--- src/rtl/sdio_clk_gen.sv ---
// SD/SDIO card-clock generator: divides sd_clk, gates on enable/stop/pause, runs the
// power-up init burst and produces the tx/rx sampling strobes.
module sdio_clk_gen #(
  parameter int unsigned DIV_W    = 8,
  parameter int unsigned INIT_CYC = 74
) (
  input  logic             sd_clk,
  input  logic             rstn,
  input  logic             clk_en,
  input  logic [DIV_W-1:0] div_in,
  input  logic             pause,
  input  logic             init_req,
  input  logic             tx_pos,
  input  logic             rx_neg,
  output logic             clk_o,
  output logic             clk_oe,
  output logic             tx_en,
  output logic             rx_en,
  output logic [DIV_W-1:0] div_cur,
  output logic             paused,
  output logic             init_busy,
  output logic             init_done
);

  localparam int unsigned IcntW = $clog2(INIT_CYC + 1);
  localparam logic [IcntW-1:0] ILast = IcntW'(INIT_CYC - 1);

  typedef enum logic [1:0] {StOff, StRun, StPaused, StStopping} state_e;

  state_e           state_q, state_d;
  logic [DIV_W-1:0] cnt_q, cnt_d;
  logic [DIV_W-1:0] div_q, div_d;
  logic [IcntW-1:0] icnt_q, icnt_d;
  logic             clk_q, clk_d;
  logic             oe_q, oe_d;
  logic             busy_q, busy_d;
  logic             done_q, done_d;

  logic counting, at_e, rise_pt, fall_pt;

  assign counting = (state_q == StRun) || (state_q == StStopping);
  assign at_e     = counting && (cnt_q == div_q);
  assign rise_pt  = at_e && !clk_q;
  assign fall_pt  = at_e && clk_q;

  always_ff @(posedge sd_clk or negedge rstn) begin
    if (!rstn) begin
      state_q <= StOff;
      cnt_q   <= '0;
      div_q   <= '0;
      icnt_q  <= '0;
      clk_q   <= 1'b0;
      oe_q    <= 1'b0;
      busy_q  <= 1'b0;
      done_q  <= 1'b0;
    end else begin
      state_q <= state_d;
      cnt_q   <= cnt_d;
      div_q   <= div_d;
      icnt_q  <= icnt_d;
      clk_q   <= clk_d;
      oe_q    <= oe_d;
      busy_q  <= busy_d;
      done_q  <= done_d;
    end
  end

  always_comb begin
    state_d = state_q;
    cnt_d   = cnt_q;
    div_d   = div_q;
    icnt_d  = icnt_q;
    clk_d   = clk_q;
    oe_d    = oe_q;
    busy_d  = busy_q;
    done_d  = 1'b0;

    // Half-period counter shared by RUN and STOPPING; overridden per state below.
    if (counting) begin
      if (at_e) begin
        cnt_d = '0;
        clk_d = ~clk_q;
      end else begin
        cnt_d = cnt_q + 1'b1;
      end
    end

    unique case (state_q)
      StOff: begin
        clk_d  = 1'b0;
        oe_d   = 1'b0;
        cnt_d  = '0;
        div_d  = div_in;
        busy_d = 1'b0;
        icnt_d = '0;
        if (clk_en) begin
          state_d = StRun;
          oe_d    = 1'b1;
        end
      end
      StRun: begin
        // Divider only changes at the start of a low phase, so no phase is cut short.
        if (fall_pt) div_d = div_in;
        if (!clk_en) begin
          state_d = StStopping;
          busy_d  = 1'b0;
        end else if (busy_q) begin
          if (fall_pt) begin
            if (icnt_q == ILast) begin
              busy_d = 1'b0;
              done_d = 1'b1;
            end else begin
              icnt_d = icnt_q + 1'b1;
            end
          end
        end else if (init_req) begin
          busy_d = 1'b1;
          icnt_d = '0;
        end else if (rise_pt && pause) begin
          state_d = StPaused;
          clk_d   = 1'b0;
          cnt_d   = '0;
        end
      end
      StPaused: begin
        clk_d = 1'b0;
        cnt_d = '0;
        oe_d  = 1'b1;
        div_d = div_in;
        if (!clk_en) begin
          state_d = StOff;
          oe_d    = 1'b0;
        end else if (!pause) begin
          state_d = StRun;
        end
      end
      StStopping: begin
        if (clk_en) begin
          state_d = StRun;
          if (fall_pt) div_d = div_in;
        end else if (fall_pt) begin
          state_d = StOff;
          oe_d    = 1'b0;
          clk_d   = 1'b0;
          cnt_d   = '0;
        end
      end
      default: state_d = StOff;
    endcase
  end

  always_comb begin
    tx_en  = at_e && !busy_q && (tx_pos ? !clk_q : clk_q);
    rx_en  = at_e && !busy_q && (rx_neg ? clk_q : !clk_q);
    paused = (state_q == StPaused);
  end

  assign clk_o     = clk_q;
  assign clk_oe    = oe_q;
  assign div_cur   = div_q;
  assign init_busy = busy_q;
  assign init_done = done_q;

endmodule

--- config.mk ---
export PLATFORM = sky130hd
export DESIGN_NAME = sdio_clk_gen
export DESIGN_NICKNAME = d
export VERILOG_FILES = /design/src/rtl/sdio_clk_gen.sv
export SDC_FILE = /design/constraint.sdc
export NUM_CORES = 1
export LEC_CHECK = 0
export CAP_MARGIN = 20
export CORE_ASPECT_RATIO = 2
export CORE_UTILIZATION = 45
export CTS_CLUSTER_SIZE = 20
export DETAILED_ROUTE_END_ITERATION = 8
export GPL_ROUTABILITY_DRIVEN = 0
export PLACE_DENSITY = 0.78
export RECOVER_POWER = 25
export SYNTH_ARGS = -nofsm -noshare
export SYNTH_HDL_FRONTEND = slang
export SYNTH_SLANG_ARGS = --single-unit
--- constraint.sdc ---
create_clock -name sd_clk -period 2.3 [get_ports sd_clk]
set_input_delay 0.575 -clock sd_clk [delete_from_list [all_inputs] [get_ports sd_clk]]
set_output_delay 0.575 -clock sd_clk [all_outputs]
set_load 0.005 [all_outputs]
# Yosys cells after proc, flatten, opt, wreduce, memory -nomap -nowiden
# Index checks and enable logic that the tools add are counted.
[word_totals] wordCells=100 input_bits=15 out_inout_bits=15 reg_bits=29
[classes] n_reduce_logical=17 n_eq_ne=18 n_mux=54 n_addsub=2 n_bitwise=1
[op_table] operator="8-bit 2-to-1 mux" n=10
[op_table] operator="8-bit one-hot mux with 3 select lines" n=2
[op_table] operator="7-bit 2-to-1 mux" n=5
[op_table] operator="1-bit 2-to-1 mux" n=23
[op_table] operator="3-bit inequality test (second input constant)" n=7
[op_table] operator="2-bit 2-to-1 mux" n=9
[op_table] operator="7-bit one-hot mux with 2 select lines" n=1
[op_table] operator="2-bit inequality test (second input constant)" n=5
[op_table] operator="8-bit by 1-bit adder with 8-bit output (second input constant)" n=1
[op_table] operator="8-bit == test" n=1
[op_table] operator="2-bit one-hot mux with 4 select lines" n=1
[op_table] operator="7-bit by 1-bit adder with 7-bit output (second input constant)" n=1
[op_table] operator="7-bit == test (second input constant)" n=1
[op_table] operator="1-bit logical AND" n=7
[op_table] operator="6-bit AND reduction" n=1
[op_table] operator="5-bit AND reduction" n=1
[op_table] operator="2-bit == test (second input constant)" n=2
[op_table] operator="1-bit one-hot mux with 2 select lines" n=2
[op_table] operator="2-bit nonzero test" n=2
[op_table] operator="3-bit by 2-bit inequality test with 1-bit output (second input constant)" n=1
[op_table] operator="1-bit one-hot mux with 3 select lines" n=1
[op_table] operator="3-bit AND reduction" n=1
[op_table] operator="2-bit by 1-bit == test with 1-bit output (second input constant)" n=1
[op_table] operator="1-bit zero test" n=2
[op_table] operator="4 further kinds" n=4

# Longest topological paths before layout
[depth] word_depth=10 depth_mapped=7 mapped_depth_nobuf=6

# Worst setup path after synthesis
# No wires, ideal clock.
[synth_timing] path_type="reg2out" from="reg cnt_q[0]" to="out rx_en" t_required_ns=1.725 slack_ns=0.246 path_stages_with_launch=7 arrival_time_ns=1.479 n_path_buf=2 cell_sequence="dfrtp_1 xnor2_1 nand4_1 or2_4 buf_6 clkbuf_1 nor3_1"
[synth_via] elab_chain_len=4
[synth_lines] element="start, declared" line_no="31" rtl="logic [DIV_W-1:0] cnt_q, cnt_d;"
[synth_lines] element="start signal, assigned" line_no="58" rtl="cnt_q <= cnt_d;"
[synth_lines] element="8-bit == test" line_no="42" rtl="assign at_e = counting && (cnt_q == div_q);"
[synth_lines] element="1-bit logical AND" line_no="42"
[synth_lines] element="1-bit logical AND (2 in a row)" line_no="154" rtl="rx_en = at_e && !busy_q && (rx_neg ? clk_q : !clk_q);"
[synth_lines] element="end, declared" line_no="18" rtl="output logic rx_en,"
# No other way between the ends.

# Worst setup path in the final report
[layout_timing] from="reg cnt_q[7]" to="out tx_en"
[layout_via] elab_chain_len=4
[layout_lines] element="8-bit == test" line_no="42"
[layout_lines] element="1-bit logical AND" line_no="42"
[layout_lines] element="1-bit logical AND (2 in a row)" line_no="153" rtl="tx_en = at_e && !busy_q && (tx_pos ? !clk_q : clk_q);"
[layout_lines] element="end, declared" line_no="17" rtl="output logic tx_en,"
# No other way between the ends.

==> reports/metrics.cfg <==
[run_status]
run_status = completed

[detailed_routing]
via_per_inst = 5.99
dr.pass1.iters = 6
detail_route.drc_violations = 0
antenna_violating_nets_post_route = 0
route.final.wire_length_microns = 3860
detail_route.iter0.violations = 41
route.detailed.wl_per_inst_microns = 16.1
dr_total_vias = 1438

[placement]
dpl-instance-area_sq_um = 2030
place.port_buffers = 29
placed_cells_incl_taps = 231
dpl.hpwl_microns = 2880
pre_cts_ws_ns = -0.0860

[floorplan]
start_util = 0.470
die_area_sq_um = 3780
core_sq_um = 3380
top_level_ports = 30
chipWidth_microns = 44
die_height_microns = 86.0
placement_rows = 30

[clocking]
cts_tree = done
h-tree-depth = 2
worst_skew_pair.late_latency_ns = 0.28
worst_setup_hold_path_clk_slew_ns = 0.06
clk_path_buf_depth = 2
numCtsBuffers = 5
clock-root-buffer = clkbuf_8
numClockSinks = 29

[timing]
timing.slew.headroom = 0.525
setup_repair_after_global_routing_missed_its_margin = false
fin_worst_skew_ns = 0.00806
maximum_clock_rate_mhz = 454
setup_ws_ns = 0.0958
worst_slew_pin_slew_ns = 0.712
finalMaxSlewViolations = 0
final_min_period_over_clock_period = 0.958
period_minus_slack_ns = 2.20
setup_viol_count_final = 0
timing_hold_violations_final = 0
final.setup.tns_ns = 0

[cells_and_area]
areaGrowthSynthToFinish_pct = 34.8
drive_above_1_share = 0.226
finalNetCount = 226
n_antenna_cell = 0
post-route-cell-area_sq_um = 2140
layout.filler_cells = 280
fin_cells = 240

[worst_setup_path]
critPathMaxFanout = 3
worst-endpoint-required_ns = 1.73
cp-start-kind = flop
critical-path-top-delay-family = simple AND/OR/NAND/NOR gates
timing.critical_path.arrival_ns = 1.63
critical-path-slowest-cell = dfrtp_1
cp_cell_sequence = xnor2_2 > nand4_1 > or2_4 > nor3_2 > buf_2
worst-setup-path-type = reg2out
timing.critical_path.buf_inv = 1
critPathMaxStageDelay_ns = 0.41
timing.critical_path.depth = 5
reg2regPathDepth = 6
endpoint_kind = primary output

[synthesis]
yosys.area_share.xor_xnor = 0.0977
synthDistinctLibCells = 37
seq_area_frac_synth = 0.457
synth_compound_gate_area_share = 0.0977
synth_instances = 157
avgSynthCellArea_sq_um = 10.1
synth_fa_ha_area_frac = 0.0236
yosys_register_bits = 29
muxShareOfSynthArea = 0.0780
count_of_flip_flops_with_a_built_in_enable_after_synthesis = 0
yosys_warnings = 0
synth_fp_nets = 175
yosys.area_share.simple = 0.217
async_reset_ff_frac = 1.00
dominantRegCellSynth = dfrtp_1
syn_area_sq_um = 1590
synth_top_family_by_area = simple AND/OR/NAND/NOR gates

[grt]
grt_pass1_vias = 1505
grt_overflow = 0
grt_pass1_wl_microns = 6560
grt_start_max_net_pins = 30
antenna_found_initial = 0
global_route.usage.total = 0.232

[power_and_ir_drop]
power_switching_share = 0.335
net-switching-power_uw = 770
comb_power_share = 0.444
ir_drop_uv = 778
pwr-share-clk = 0.183
powerDensity_nw_per_um2 = 1070
seqPwrFrac = 0.373
leakage_power_uw = 0.000917
p_int_uw = 1530

[job]
drv_cap = 0

[hold_path]
worstHoldPathType = reg2reg
holdPathStages = 2

==> placed cells by master, fill, tap and decap left out, types with 5 or more instances in the layout <==
cell type / count
a21oi_1: 6
and3_1: 5
buf_4: 19
clkbuf_8: 6
clkdlybuf4s50_1: 26
dfrtp_1: 29
inv_1: 5
mux2_2: 11
nand2_1: 11
nand3_1: 5
nand4_1: 5
nor2_1: 13
nor2b_1: 5
o21ai_0: 6
xnor2_1: 6
xor2_1: 6
==> kinds of logic (layout without fill, tap and decap cells) <==
logic type / count (synthesis) / after routing
and+or+nand+nor: 64 / 64
DFF: 29 / 29
AOI/OAI and AO/OA: 24 / 24
xor gates and xnor gates: 16 / 16
muxes: 11 / 11
buffers and inverters: 10 / 61
adders and majority gates: 3 / 3
==> path summary, 6_finish.rpt <==
check / slack [ns] / end / start
max: 0.1 / tx_en / cnt_q[7]$_DFF_PN0_
min reg2reg: 0.56 / clk_oe$_DFFE_PN0P_ / clk_oe$_DFFE_PN0P_
min in group asynchronous: 0.87 / state_q[0]$_DFFE_PN0P_ / rstn
max reg2reg: 0.20 / icnt_q[4]$_DFFE_PN0P_ / cnt_q[7]$_DFF_PN0_
min: 0.56 / clk_oe$_DFFE_PN0P_ / clk_oe$_DFFE_PN0P_
max in group asynchronous: 0.96 / div_cur[5]$_DFFE_PN0P_ / rstn
==> cell type report <==
| type | instances | area (sq um) | area share |
|---|---|---|---|
| timing repair buffer | 49 | 428 | 0.200 |
| inverter | 5 | 18.8 | 0.00877 |
| sequential | 29 | 726 | 0.339 |
| tap | 32 | 40.0 | 0.0187 |
| clock buffer | 7 | 86.3 | 0.0403 |
| multi-input combinational | 118 | 842 | 0.393 |
==> synthesized netlist by cell type (2+ instances only) <==
library cell  instances  area share
nor2b_1               5       0.020
o31ai_1               4       0.019
nand4_1               5       0.020
nand2_1              11       0.026
nand3_1               5       0.016
xnor2_1               8       0.044
mux2_2               11       0.078
nor4_1                4       0.016
xnor2_2               2       0.020
o21ai_0               6       0.019
dfrtp_1              29        0.46
or4_1                 3       0.014
inv_1                 5       0.012
xor2_1                6       0.033
clkbuf_1              4      0.0095
ha_1                  3       0.024
nor3_1                4       0.013
a21oi_1               6       0.019
nand2b_1              2      0.0079
and3_1                5       0.020
nor2_1               13       0.031
==> layer usage <==
layer	vias up	track usage	share of wire
li1	669	-	-
met1	699	0.233	0.36
met2	56	0.413	0.57
met3	14	0.0611	0.046
met4	0	0.121	0.033
met5	-	0	0
==> power by group through the flow <==
stage	Clock [uW]	Sequential, uW	Combinational [uW]
after global routing	456	884	1110
after global placement	0	853	943
after CTS	430	853	1010
after floorplan	0	863	477
final	420	856	1020
after detailed placement	0	854	976
==> tightest hold or removal path, stage by stage (launching register included) <==
cell	delay, ns
dfrtp_1	0.35
nor2b_1	0.05
a21oi_1	0.12
==> flip-flops by register name, indices dropped and copies added, names as in the netlist <==
signal / flops
init_busy: 1
div_cur: 8
init_done: 1
state_q: 2
clk_o: 1
clk_oe: 1
icnt_q: 7
cnt_q: 8
==> metrics by stage <==
step / power, uW / hold slack [ns] / util
detailed placement: 1830 / 0.543 / 0.600
finish: 2300 / 0.559 / 0.634
global placement: 1800 / 0.534 / 0.600
global route: 2450 / 0.575 / 0.634
floorplan: 1340 / 0.279 / -
CTS: 2300 / 0.561 / 0.634
==> what timing repair did <==
item,in CTS,in global routing
pin swaps,3,3
hold buffers,0,0
setup endpoints to repair,2,2
endpoints found under the hold margin,0,0
setup buffers,2,0
gates resized for setup,10,2
No activity file was read; power rests on OpenSTA's default activity.
